$ cat src/rtl/pipe_ctrl_if.sv
// rtl/pipe_ctrl_if.sv - pipeline sequencer request/control bundle
interface pipe_ctrl_if #(
   parameter int EX_CNT_W = 6,
   parameter int DATA_W   = 32
);
   // Requests from the pipeline stages
   logic                stallreq_id;
   logic                ex_start;
   logic [EX_CNT_W-1:0] ex_cycles;
   logic                mem_req;
   logic                mem_ack;
   logic                flush_req;
   logic [DATA_W-1:0]   flush_pc;

   // Control returned to the pipeline
   logic [5:0]          stall;
   logic                flush;
   logic [DATA_W-1:0]   new_pc;
   logic                ex_done;
   logic                mem_err;
   logic                busy;

   // Pipeline side: raises requests, consumes stall/flush
   modport master (
      output stallreq_id, ex_start, ex_cycles, mem_req, mem_ack, flush_req, flush_pc,
      input  stall, flush, new_pc, ex_done, mem_err, busy
   );

   // Sequencer side
   modport slave (
      input  stallreq_id, ex_start, ex_cycles, mem_req, mem_ack, flush_req, flush_pc,
      output stall, flush, new_pc, ex_done, mem_err, busy
   );
endinterface

$ cat src/rtl/pipe_ctrl.sv
// rtl/pipe_ctrl.sv - central pipeline stall/flush sequencer
module pipe_ctrl #(
   parameter int EX_CNT_W    = 6,
   parameter int MEM_TIMEOUT = 16,
   parameter int TMO_W       = 5,
   parameter int DATA_W      = 32
) (
   input  logic       clk,
   input  logic       rst,
   pipe_ctrl_if.slave io_pipe
);

   // Stall vector bit map: [0] pc, [1] if_id, [2] id_ex, [3] ex_mem, [4] mem_wb, [5] wb
   localparam logic [5:0] STALL_NONE = 6'b000000;
   localparam logic [5:0] STALL_ID   = 6'b000111;
   localparam logic [5:0] STALL_EX   = 6'b001111;
   localparam logic [5:0] STALL_MEM  = 6'b011111;

   localparam logic [TMO_W-1:0]    TMO_LAST = TMO_W'(MEM_TIMEOUT - 1);
   localparam logic [TMO_W-1:0]    TMO_MAX  = {TMO_W{1'b1}};
   localparam logic [EX_CNT_W-1:0] CNT_ONE  = EX_CNT_W'(1);
   localparam logic [EX_CNT_W-1:0] CNT_TWO  = EX_CNT_W'(2);

   typedef enum logic [1:0] {
      IDLE     = 2'd0,
      EX_BUSY  = 2'd1,
      MEM_WAIT = 2'd2,
      FLUSH    = 2'd3
   } state_t;

   state_t              r_state;
   logic [EX_CNT_W-1:0] r_cnt;
   logic [TMO_W-1:0]    r_tmo;
   logic                r_flush;
   logic [DATA_W-1:0]   r_new_pc;
   logic                r_ex_done;
   logic                r_mem_err;

   logic [5:0]          w_stall;
   logic                w_ex_long;
   logic                w_ex_more;
   logic                w_tmo_last;

   // N of 0 or 1 finishes without stalling, so only N>=2 needs the EX_BUSY state
   assign w_ex_long  = (io_pipe.ex_cycles >= CNT_TWO);
   // Counter above 1 means at least one more stalled cycle remains
   assign w_ex_more  = (r_cnt > CNT_ONE);
   assign w_tmo_last = (r_tmo == TMO_LAST);

   // Combinational stall decode; priority flush > MEM > EX > ID, zero while in reset
   always_comb begin
      w_stall = STALL_NONE;
      if (rst) begin
         case (r_state)
            IDLE: begin
               if (io_pipe.flush_req) begin
                  w_stall = STALL_NONE;
               end else if (io_pipe.mem_req) begin
                  // Ack arriving together with the request costs no stall
                  if (!io_pipe.mem_ack) w_stall = STALL_MEM;
               end else if (io_pipe.ex_start) begin
                  if (w_ex_long) w_stall = STALL_EX;
               end else if (io_pipe.stallreq_id) begin
                  w_stall = STALL_ID;
               end
            end
            EX_BUSY: begin
               if (!io_pipe.flush_req && w_ex_more) w_stall = STALL_EX;
            end
            MEM_WAIT: begin
               // Timeout cycle still stalls; the flush follows on the next cycle
               if (!io_pipe.flush_req && io_pipe.mem_req && !io_pipe.mem_ack)
                  w_stall = STALL_MEM;
            end
            default: w_stall = STALL_NONE;
         endcase
      end
   end

   // Sequencer FSM with registered flush/new_pc/ex_done/mem_err
   always_ff @(posedge clk or negedge rst) begin
      if (!rst) begin
         r_state   <= IDLE;
         r_cnt     <= '0;
         r_tmo     <= '0;
         r_flush   <= 1'b0;
         r_new_pc  <= '0;
         r_ex_done <= 1'b0;
         r_mem_err <= 1'b0;
      end else begin
         r_ex_done <= 1'b0;
         r_mem_err <= 1'b0;
         case (r_state)
            IDLE: begin
               if (io_pipe.flush_req) begin
                  r_state  <= FLUSH;
                  r_flush  <= 1'b1;
                  r_new_pc <= io_pipe.flush_pc;
               end else if (io_pipe.mem_req) begin
                  if (!io_pipe.mem_ack) begin
                     r_state <= MEM_WAIT;
                     r_tmo   <= '0;
                  end
               end else if (io_pipe.ex_start) begin
                  if (w_ex_long) begin
                     r_state <= EX_BUSY;
                     r_cnt   <= io_pipe.ex_cycles - CNT_ONE;
                  end else begin
                     r_ex_done <= 1'b1;
                  end
               end
            end
            EX_BUSY: begin
               if (io_pipe.flush_req) begin
                  // Aborted op: no ex_done will be reported
                  r_state  <= FLUSH;
                  r_flush  <= 1'b1;
                  r_new_pc <= io_pipe.flush_pc;
                  r_cnt    <= '0;
               end else if (w_ex_more) begin
                  r_cnt <= r_cnt - CNT_ONE;
               end else begin
                  r_state   <= IDLE;
                  r_cnt     <= '0;
                  r_ex_done <= 1'b1;
               end
            end
            MEM_WAIT: begin
               if (io_pipe.flush_req) begin
                  r_state  <= FLUSH;
                  r_flush  <= 1'b1;
                  r_new_pc <= io_pipe.flush_pc;
                  r_tmo    <= '0;
               end else if (io_pipe.mem_ack || !io_pipe.mem_req) begin
                  r_state <= IDLE;
                  r_tmo   <= '0;
               end else if (w_tmo_last) begin
                  // Bus timeout redirects to address zero
                  r_state   <= FLUSH;
                  r_flush   <= 1'b1;
                  r_new_pc  <= '0;
                  r_mem_err <= 1'b1;
                  r_tmo     <= '0;
               end else if (r_tmo != TMO_MAX) begin
                  r_tmo <= r_tmo + 1'b1;
               end
            end
            FLUSH: begin
               if (io_pipe.flush_req) begin
                  // Back-to-back redirect extends the flush by one cycle
                  r_new_pc <= io_pipe.flush_pc;
               end else begin
                  r_state <= IDLE;
                  r_flush <= 1'b0;
               end
            end
            default: begin
               r_state <= IDLE;
               r_flush <= 1'b0;
            end
         endcase
      end
   end

   assign io_pipe.stall   = w_stall;
   assign io_pipe.flush   = r_flush;
   assign io_pipe.new_pc  = r_new_pc;
   assign io_pipe.ex_done = r_ex_done;
   assign io_pipe.mem_err = r_mem_err;
   assign io_pipe.busy    = (r_state != IDLE);

endmodule

$ cat src/flat_wrapper.sv
// flat-port wrapper written by rule: the top's interface ports become plain ports
module pipe_ctrl_flat 
#(
   parameter int EX_CNT_W    = 6,
   parameter int MEM_TIMEOUT = 16,
   parameter int TMO_W       = 5,
   parameter int DATA_W      = 32
)
  (clk, rst, io_pipe_stallreq_id, io_pipe_ex_start, io_pipe_ex_cycles, io_pipe_mem_req, io_pipe_mem_ack, io_pipe_flush_req, io_pipe_flush_pc, io_pipe_stall, io_pipe_flush, io_pipe_new_pc, io_pipe_ex_done, io_pipe_mem_err, io_pipe_busy);
  pipe_ctrl_if #(.EX_CNT_W(EX_CNT_W), .DATA_W(DATA_W)) io_pipe_i ();
  input  logic clk;
  input  logic rst;
  input wire logic [$bits(io_pipe_i.stallreq_id)-1:0] io_pipe_stallreq_id;
  input wire logic [$bits(io_pipe_i.ex_start)-1:0] io_pipe_ex_start;
  input wire logic [$bits(io_pipe_i.ex_cycles)-1:0] io_pipe_ex_cycles;
  input wire logic [$bits(io_pipe_i.mem_req)-1:0] io_pipe_mem_req;
  input wire logic [$bits(io_pipe_i.mem_ack)-1:0] io_pipe_mem_ack;
  input wire logic [$bits(io_pipe_i.flush_req)-1:0] io_pipe_flush_req;
  input wire logic [$bits(io_pipe_i.flush_pc)-1:0] io_pipe_flush_pc;
  output wire logic [$bits(io_pipe_i.stall)-1:0] io_pipe_stall;
  output wire logic [$bits(io_pipe_i.flush)-1:0] io_pipe_flush;
  output wire logic [$bits(io_pipe_i.new_pc)-1:0] io_pipe_new_pc;
  output wire logic [$bits(io_pipe_i.ex_done)-1:0] io_pipe_ex_done;
  output wire logic [$bits(io_pipe_i.mem_err)-1:0] io_pipe_mem_err;
  output wire logic [$bits(io_pipe_i.busy)-1:0] io_pipe_busy;
  assign io_pipe_i.stallreq_id = io_pipe_stallreq_id;
  assign io_pipe_i.ex_start = io_pipe_ex_start;
  assign io_pipe_i.ex_cycles = io_pipe_ex_cycles;
  assign io_pipe_i.mem_req = io_pipe_mem_req;
  assign io_pipe_i.mem_ack = io_pipe_mem_ack;
  assign io_pipe_i.flush_req = io_pipe_flush_req;
  assign io_pipe_i.flush_pc = io_pipe_flush_pc;
  assign io_pipe_stall = io_pipe_i.stall;
  assign io_pipe_flush = io_pipe_i.flush;
  assign io_pipe_new_pc = io_pipe_i.new_pc;
  assign io_pipe_ex_done = io_pipe_i.ex_done;
  assign io_pipe_mem_err = io_pipe_i.mem_err;
  assign io_pipe_busy = io_pipe_i.busy;
  pipe_ctrl #(.EX_CNT_W(EX_CNT_W), .MEM_TIMEOUT(MEM_TIMEOUT), .TMO_W(TMO_W), .DATA_W(DATA_W)) u_core (.clk(clk), .rst(rst), .io_pipe(io_pipe_i));
endmodule
$ cat config.mk
export PLATFORM = sky130hd
export DESIGN_NAME = pipe_ctrl_flat
export DESIGN_NICKNAME = d
export VERILOG_FILES = /design/src/rtl/pipe_ctrl_if.sv /design/src/rtl/pipe_ctrl.sv /design/src/flat_wrapper.sv
export SDC_FILE = /design/constraint.sdc
export NUM_CORES = 1
export LEC_CHECK = 0
export CAP_MARGIN = 20
export CORE_MARGIN = 2
export CORE_UTILIZATION = 45
export DETAILED_ROUTE_END_ITERATION = 16
export HOLD_SLACK_MARGIN = 0.08
export PLACE_DENSITY_LB_ADDON = 0.15
export RECOVER_POWER = 100
export SYNTH_ARGS = -nofsm -noshare
export SYNTH_HDL_FRONTEND = slang
export SYNTH_SLANG_ARGS = --single-unit
$ cat constraint.sdc
create_clock -name clk -period 2.7 [get_ports clk]
set_clock_uncertainty 0.15 [all_clocks]
set_input_delay 0.675 -clock clk [delete_from_list [all_inputs] [get_ports clk]]
set_output_delay 0.675 -clock clk [all_outputs]
set_load 0.01 [all_outputs]
==> results of run 1 <==
## state kept, by name, indices dropped and copies added (netlist names)
signal                  flops
u_core.io_pipe.ex_done      1
u_core.io_pipe.flush        1
u_core.io_pipe.mem_err      1
u_core.io_pipe.new_pc      32
u_core.r_cnt                6
u_core.r_state              2
u_core.r_tmo                5
## cell families (layout without fill, tap and decap cells)
| logic type | after synthesis | count (layout) | share of synthesized area, % |
|---|---|---|---|
| XOR/XNOR | 3 | 3 | 1.09 |
| adder cells (fa/ha/maj) | 5 | 5 | 2.59 |
| flip-flops | 48 | 48 | 49.8 |
| other | 1 | 1 | 0.155 |
| AND/OR/NAND/NOR | 56 | 56 | 15.1 |
| AO/OA/AOI/OAI | 71 | 71 | 24.9 |
| buffers and inverters | 24 | 139 | 4.67 |
| multiplexers | 3 | 3 | 1.66 |
## layout make-up
type,instances,area share [%]
multi-input combinational,139,31.8
sequential,48,33.3
inverter,9,0.935
timing repair buffer,122,29.2
clock buffer,7,2.11
clock inverter,1,0.242
tap,70,2.42
## synthesized netlist by cell type (2+ instances only)
master and n:
dfrtp_1 48, a22o_1 33, nand2_1 10, inv_1 9, nand3_1 7, nor3b_1 7, a21oi_1 6, buf_2 6
nor2_1 6, nor3_1 6, ha_1 5, o22ai_1 5, clkbuf_1 4, o21ai_0 4, a31oi_1 3, and3_1 3
buf_4 3, o21bai_1 3, a22o_2 2, mux2_4 2, nand2b_1 2, nor2b_1 2, nor3b_4 2, xor2_1 2
## per-stage QoR
stage	total power [W]	hold WS, ps	setup slack [ps]	cell area, um2
after CTS	0.00218	221	7.08	3630
after floorplan	0.00136	229	89.9	2430
final	0.00220	346	42.9	3610
after detailed placement	0.00176	329	-693	3530
after global routing	0.00234	359	-69.5	3610
after global placement	0.00174	327	-611	3530
## repair_timing
action	in CTS	in global routing
setup buffers	1	3
resized for setup	41	13
endpoints found under the setup margin	5	4
pin swaps	7	6
## worst max-delay path, cell delays in order
cell and delay [ps]:
dlygate4sd2_1 260, inv_2 80, ha_4 140, nor2_4 40, nand3_1 80, o2111ai_2 110
a41oi_2 260, buf_2 170
## layer usage
layer | routed length (um) | vias to the layer above | track usage [%]
met5 | 0 | - | 0
met3 | 326 | 8 | 5.76
met4 | 74 | 0 | 5.36
met1 | 2550 | 1069 | 27.8
li1 | - | 1019 | -
met2 | 3150 | 50 | 37.0
## path summary, 6_finish.rpt
check,from,endpoint,slack [ps],depth (start not counted)
max,io_pipe_ex_cycles[0],io_pipe_stall[1],40,8
min,u_core.io_pipe.new_pc[10],u_core.io_pipe.new_pc[10],350,1
max reg2reg,u_core.r_state[0],u_core.r_tmo[1],280,5
min reg2reg,u_core.io_pipe.new_pc[10],u_core.io_pipe.new_pc[10],350,1
max in group asynchronous,rst,u_core.io_pipe.new_pc[22],1310,2
min in group asynchronous,rst,u_core.r_state[0],490,2
## power by group
part	switching, W	internal (W)	leakage, nW
clock	0.000235	0.000185	0.0424
sequential	0.000116	0.000821	0.597
combinational	0.000370	0.000476	0.994
total	0.000721	0.00148	1.63
==> flow_metrics.env, run 1 <==
export IMPL_outcome="complete, no violations"
export IMPL_coreArea_mm2=0.00514
export IMPL_fmax_mhz=376
export IMPL_cp_required_ps=1880
export IMPL_end_kind="primary output"
export IMPL_synth_warning_count=0
export IMPL_drive_gt1_share_pct=22.1
export IMPL_first_iter_violations=120
export IMPL_cts_tree="done"
export IMPL_setup_viol=0
export IMPL_root_buffer="clkbuf_8"
export IMPL_rsz0062_at_grt="yes"
export IMPL_fin_crit_sh_pct=98.4
export IMPL_wl_per_cell_um=15.4
export IMPL_clock_latency_ps=300
export IMPL_htreeDepth=2
export IMPL_postCtsHoldBufs=0
export IMPL_fin_tns_setup_ps=0
export IMPL_synth_top_cell_area_share_pct=49.8
export IMPL_seq_area_frac_synth_pct=49.8
export IMPL_layout_commonest_cell="dfrtp_1"
export IMPL_io_buffers=85
export IMPL_min_path_type="register to register"
export IMPL_yosys_top_cells_area="dfrtp_1, a22o_1, ha_1"
export IMPL_cap_violations=0
export IMPL_die_w_um=77.2
export IMPL_regArea_mm2=0.00120
export IMPL_synthCells=211
export IMPL_num_vias=2146
export IMPL_slew_violations=0
export IMPL_ant_nets=0
export IMPL_antenna_cells=0
export IMPL_synth_async_reset_ratio_pct=100
export IMPL_worst_setup_path_start_kind="input port"
export IMPL_grt_pass1_wl_mm=10.5
export IMPL_hpwl_mm=4.57
export IMPL_grt_pass1_vias=2195
export IMPL_syn_num_nets=261
export IMPL_n_fill_cell=419
export IMPL_grt_use_total_pct=21.8
export IMPL_drc=0
export IMPL_p_per_area_mw_per_mm2=610
export IMPL_p_leak_nw=1.63
export IMPL_viasPerCell=5.42
export IMPL_synth_edf_count=0
export IMPL_syn2layout_area_growth_pct=49.7
export IMPL_rows=26
export IMPL_crit_arrival_ps=1830
export IMPL_most_common_layout_cells="dfrtp_1, dlygate4sd3_1, clkdlybuf4s50_1, a22o_1, buf_4"
export IMPL_fin_crit_ps=2660
export IMPL_ios=87
export IMPL_hold_viol=0
export IMPL_worst_slew_pin_slew_ps=836
export IMPL_die_h_um=77.2
export IMPL_die_area_mm2=0.00597
export IMPL_multi_input_area_mm2=0.00115
export IMPL_gp_congestion=0.821
export IMPL_ys_ff_latch=48
export IMPL_cts_buffer_depth=2
export IMPL_postLayoutCoreUtil_pct=70.3
export IMPL_synth_area_leader_cell="dfrtp_1"
export IMPL_start_util_pct=47.0
export IMPL_antenna_found_initial=0
export IMPL_slew_headroom_pct=44.2
export IMPL_finalNetCount=375
export IMPL_syn_area_per_cell_um2=11.4
export IMPL_irDropWorstVdd_v=0.000402
export IMPL_cts_sinks=48
export IMPL_dp_cells=385
export IMPL_synth_top_flop_cell="dfrtp_1"
export IMPL_gr_total_overflow=0
export IMPL_drtPass1Iterations=4
export IMPL_worstPathMaxFanout=3
export IMPL_wirelength_mm=6.10
export IMPL_grt_max_degree=39
export IMPL_fin_cells=396
export IMPL_synth_area_mm2=0.00241
export IMPL_clk_pin_slew_worst_paths_ps=80
export IMPL_cts_made_buffers=5
export IMPL_timing_worst_setup_path_type="input port to primary output"
export IMPL_ys_types=55
Power figures use the tool's default switching activity.
==> inputs of run 2 (changes only) <==
CORE_UTILIZATION = 46   (was 45)
CTS_BUF_LIST = sky130_fd_sc_hd__clkbuf_2   (was default)
==> run 2 against run 1 <==
Net effect:
- sequential cell count unchanged
- design area shrank 1.1%
- the flow now finishes with violations (setup timing)
- utilization rose by 0.14 points
- via count is 0.93% lower
- fmax is 4.5% lower
==> flow_metrics.env, run 2 (same netlist as run 1, synthesis figures left out) <==
export IMPL_outcome="finished, violations left"
export IMPL_violations="setup timing"
export IMPL_fmax_mhz=360
export IMPL_start_util_pct=47.6
export IMPL_worstSetupStartpoint="rst"
export IMPL_grt_pass1_wl_mm=10.5
export IMPL_ant_nets=0
export IMPL_crit_arrival_ps=1960
export IMPL_coreArea_mm2=0.00507
export IMPL_viasPerCell=5.34
export IMPL_fin_cells=398
export IMPL_drtPass1Iterations=4
export IMPL_die_h_um=76.4
export IMPL_grt_pass1_vias=2207
export IMPL_hpwl_mm=4.53
export IMPL_dp_cells=386
export IMPL_cts_tree="done"
export IMPL_setup_viol=4
export IMPL_rows=26
export IMPL_wl_per_cell_um=15.6
export IMPL_hold_viol=0
export IMPL_cts_buffer_depth=2
export IMPL_postLayoutCoreUtil_pct=70.4
export IMPL_syn2layout_area_growth_pct=48.1
export IMPL_first_iter_violations=96
export IMPL_worst_slew_pin_slew_ps=852
export IMPL_cp_required_ps=1880
export IMPL_grt_max_degree=40
export IMPL_wirelength_mm=6.22
export IMPL_ios=87
export IMPL_gp_congestion=0.855
export IMPL_cts_made_buffers=5
export IMPL_worst_setup_path_start_kind="input port"
export IMPL_fin_crit_sh_pct=103
export IMPL_root_buffer="clkbuf_2"
export IMPL_drive_gt1_share_pct=21.0
export IMPL_die_area_mm2=0.00584
export IMPL_fin_crit_ps=2780
export IMPL_largest_reg_flops=32
export IMPL_p_leak_nw=1.64
export IMPL_clock_latency_ps=420
export IMPL_cap_violations=0
export IMPL_slew_headroom_pct=43.2
export IMPL_cts_sinks=48
export IMPL_gr_total_overflow=0
export IMPL_grt_use_total_pct=22.0
export IMPL_most_common_layout_cells="dfrtp_1, dlygate4sd3_1, clkdlybuf4s50_1, a22o_1, buf_4"
export IMPL_min_path_type="register to register"
export IMPL_hold_slack_ps=369
export IMPL_clk_pin_slew_worst_paths_ps=200
export IMPL_antenna_found_initial=0
export IMPL_finalNetCount=378
export IMPL_layout_commonest_cell="dfrtp_1"
export IMPL_drc=0
export IMPL_worst_slack_ps=-81.6
export IMPL_hold_start="u_core.io_pipe.new_pc[13]"
export IMPL_worstPathMaxFanout=4
export IMPL_slew_violations=0
export IMPL_p_per_area_mw_per_mm2=570
export IMPL_die_w_um=76.4
export IMPL_rsz0062_at_grt="yes"
export IMPL_irDropWorstVdd_v=0.000348
export IMPL_place_ws_ps=-651
export IMPL_antenna_cells=0
export IMPL_num_vias=2126
export IMPL_reg2reg_from="u_core.r_state[0]"
export IMPL_end_kind="primary output"
export IMPL_timing_worst_setup_path_type="input port to primary output"
export IMPL_htreeDepth=2
export IMPL_io_buffers=85
[run 2: cell types whose count changed in the layout (fill, tap and decap cells not counted), sizes merged, moves of 2 or more]
cell	change
dlygate4sd2	-3
clkbuf	-6
buf	+5
dlymetal6s2s	+3
clkdlybuf4s50	+2
[run 2: final cells by class]
cell class,instances,area (um2)
clock buffer,6,30.0
clock inverter,1,5.00
fill,414,1500
inverter,9,33.8
multi-input combinational,139,1120
sequential,48,1200
tap,70,87.6
timing repair buffer,125,1100
[run 2: critical path: stages]
cell and delay [ps]:
dlygate4sd3_1 530, clkbuf_1 220, nand2_1 140, a41oi_2 220, buf_2 170
[run 2: final timing paths]
kind | slack [ps] | end | depth (start not counted)
max | -80 | io_pipe_stall[2] | 5
min | 370 | u_core.io_pipe.new_pc[13] | 1
max reg2reg | 310 | u_core.r_tmo[1] | 5
min reg2reg | 370 | u_core.io_pipe.new_pc[13] | 1
max in group asynchronous | 830 | u_core.r_state[1] | 3
min in group asynchronous | 890 | u_core.io_pipe.ex_done | 3
[run 2: power by group]
part / internal [W] / switching [W] / total [W]
Sequential: 0.000823 / 0.000109 / 0.000932
Combinational: 0.000457 / 0.000365 / 0.000823
Clock: 0.0000619 / 0.000221 / 0.000283
[run 2: timing repair]
item	CTS	global route
gates resized for setup	37	6
setup endpoints to repair	6	5
buffers inserted	5	0
pin swaps	8	7
endpoints found under the hold margin	12	0
hold buffers	1	0
[run 2: metrics by stage]
stage / power, W / TNS [ps] / cell area (um2)
after floorplan: 0.00136 / 0 / 2430
after global placement: 0.00174 / -2840 / 3540
after detailed placement: 0.00175 / -3140 / 3540
after CTS: 0.00210 / -804 / 3640
after global routing: 0.00217 / -853 / 3570
final: 0.00204 / -253 / 3570
[run 2: layer usage]
layer	track usage, %	up-vias	share of wire [%]
li1	-	1027	-
met1	28.7	1012	44
met2	35.0	85	47
met3	7.70	2	8.3
met4	6.36	0	0.37
met5	0	-	0
==> inputs of run 3 (changes only) <==
SLEW_MARGIN = 5   (was default)
==> results of run 3 <==
The final DEF is identical to that of run 2; final timing and power are the same.
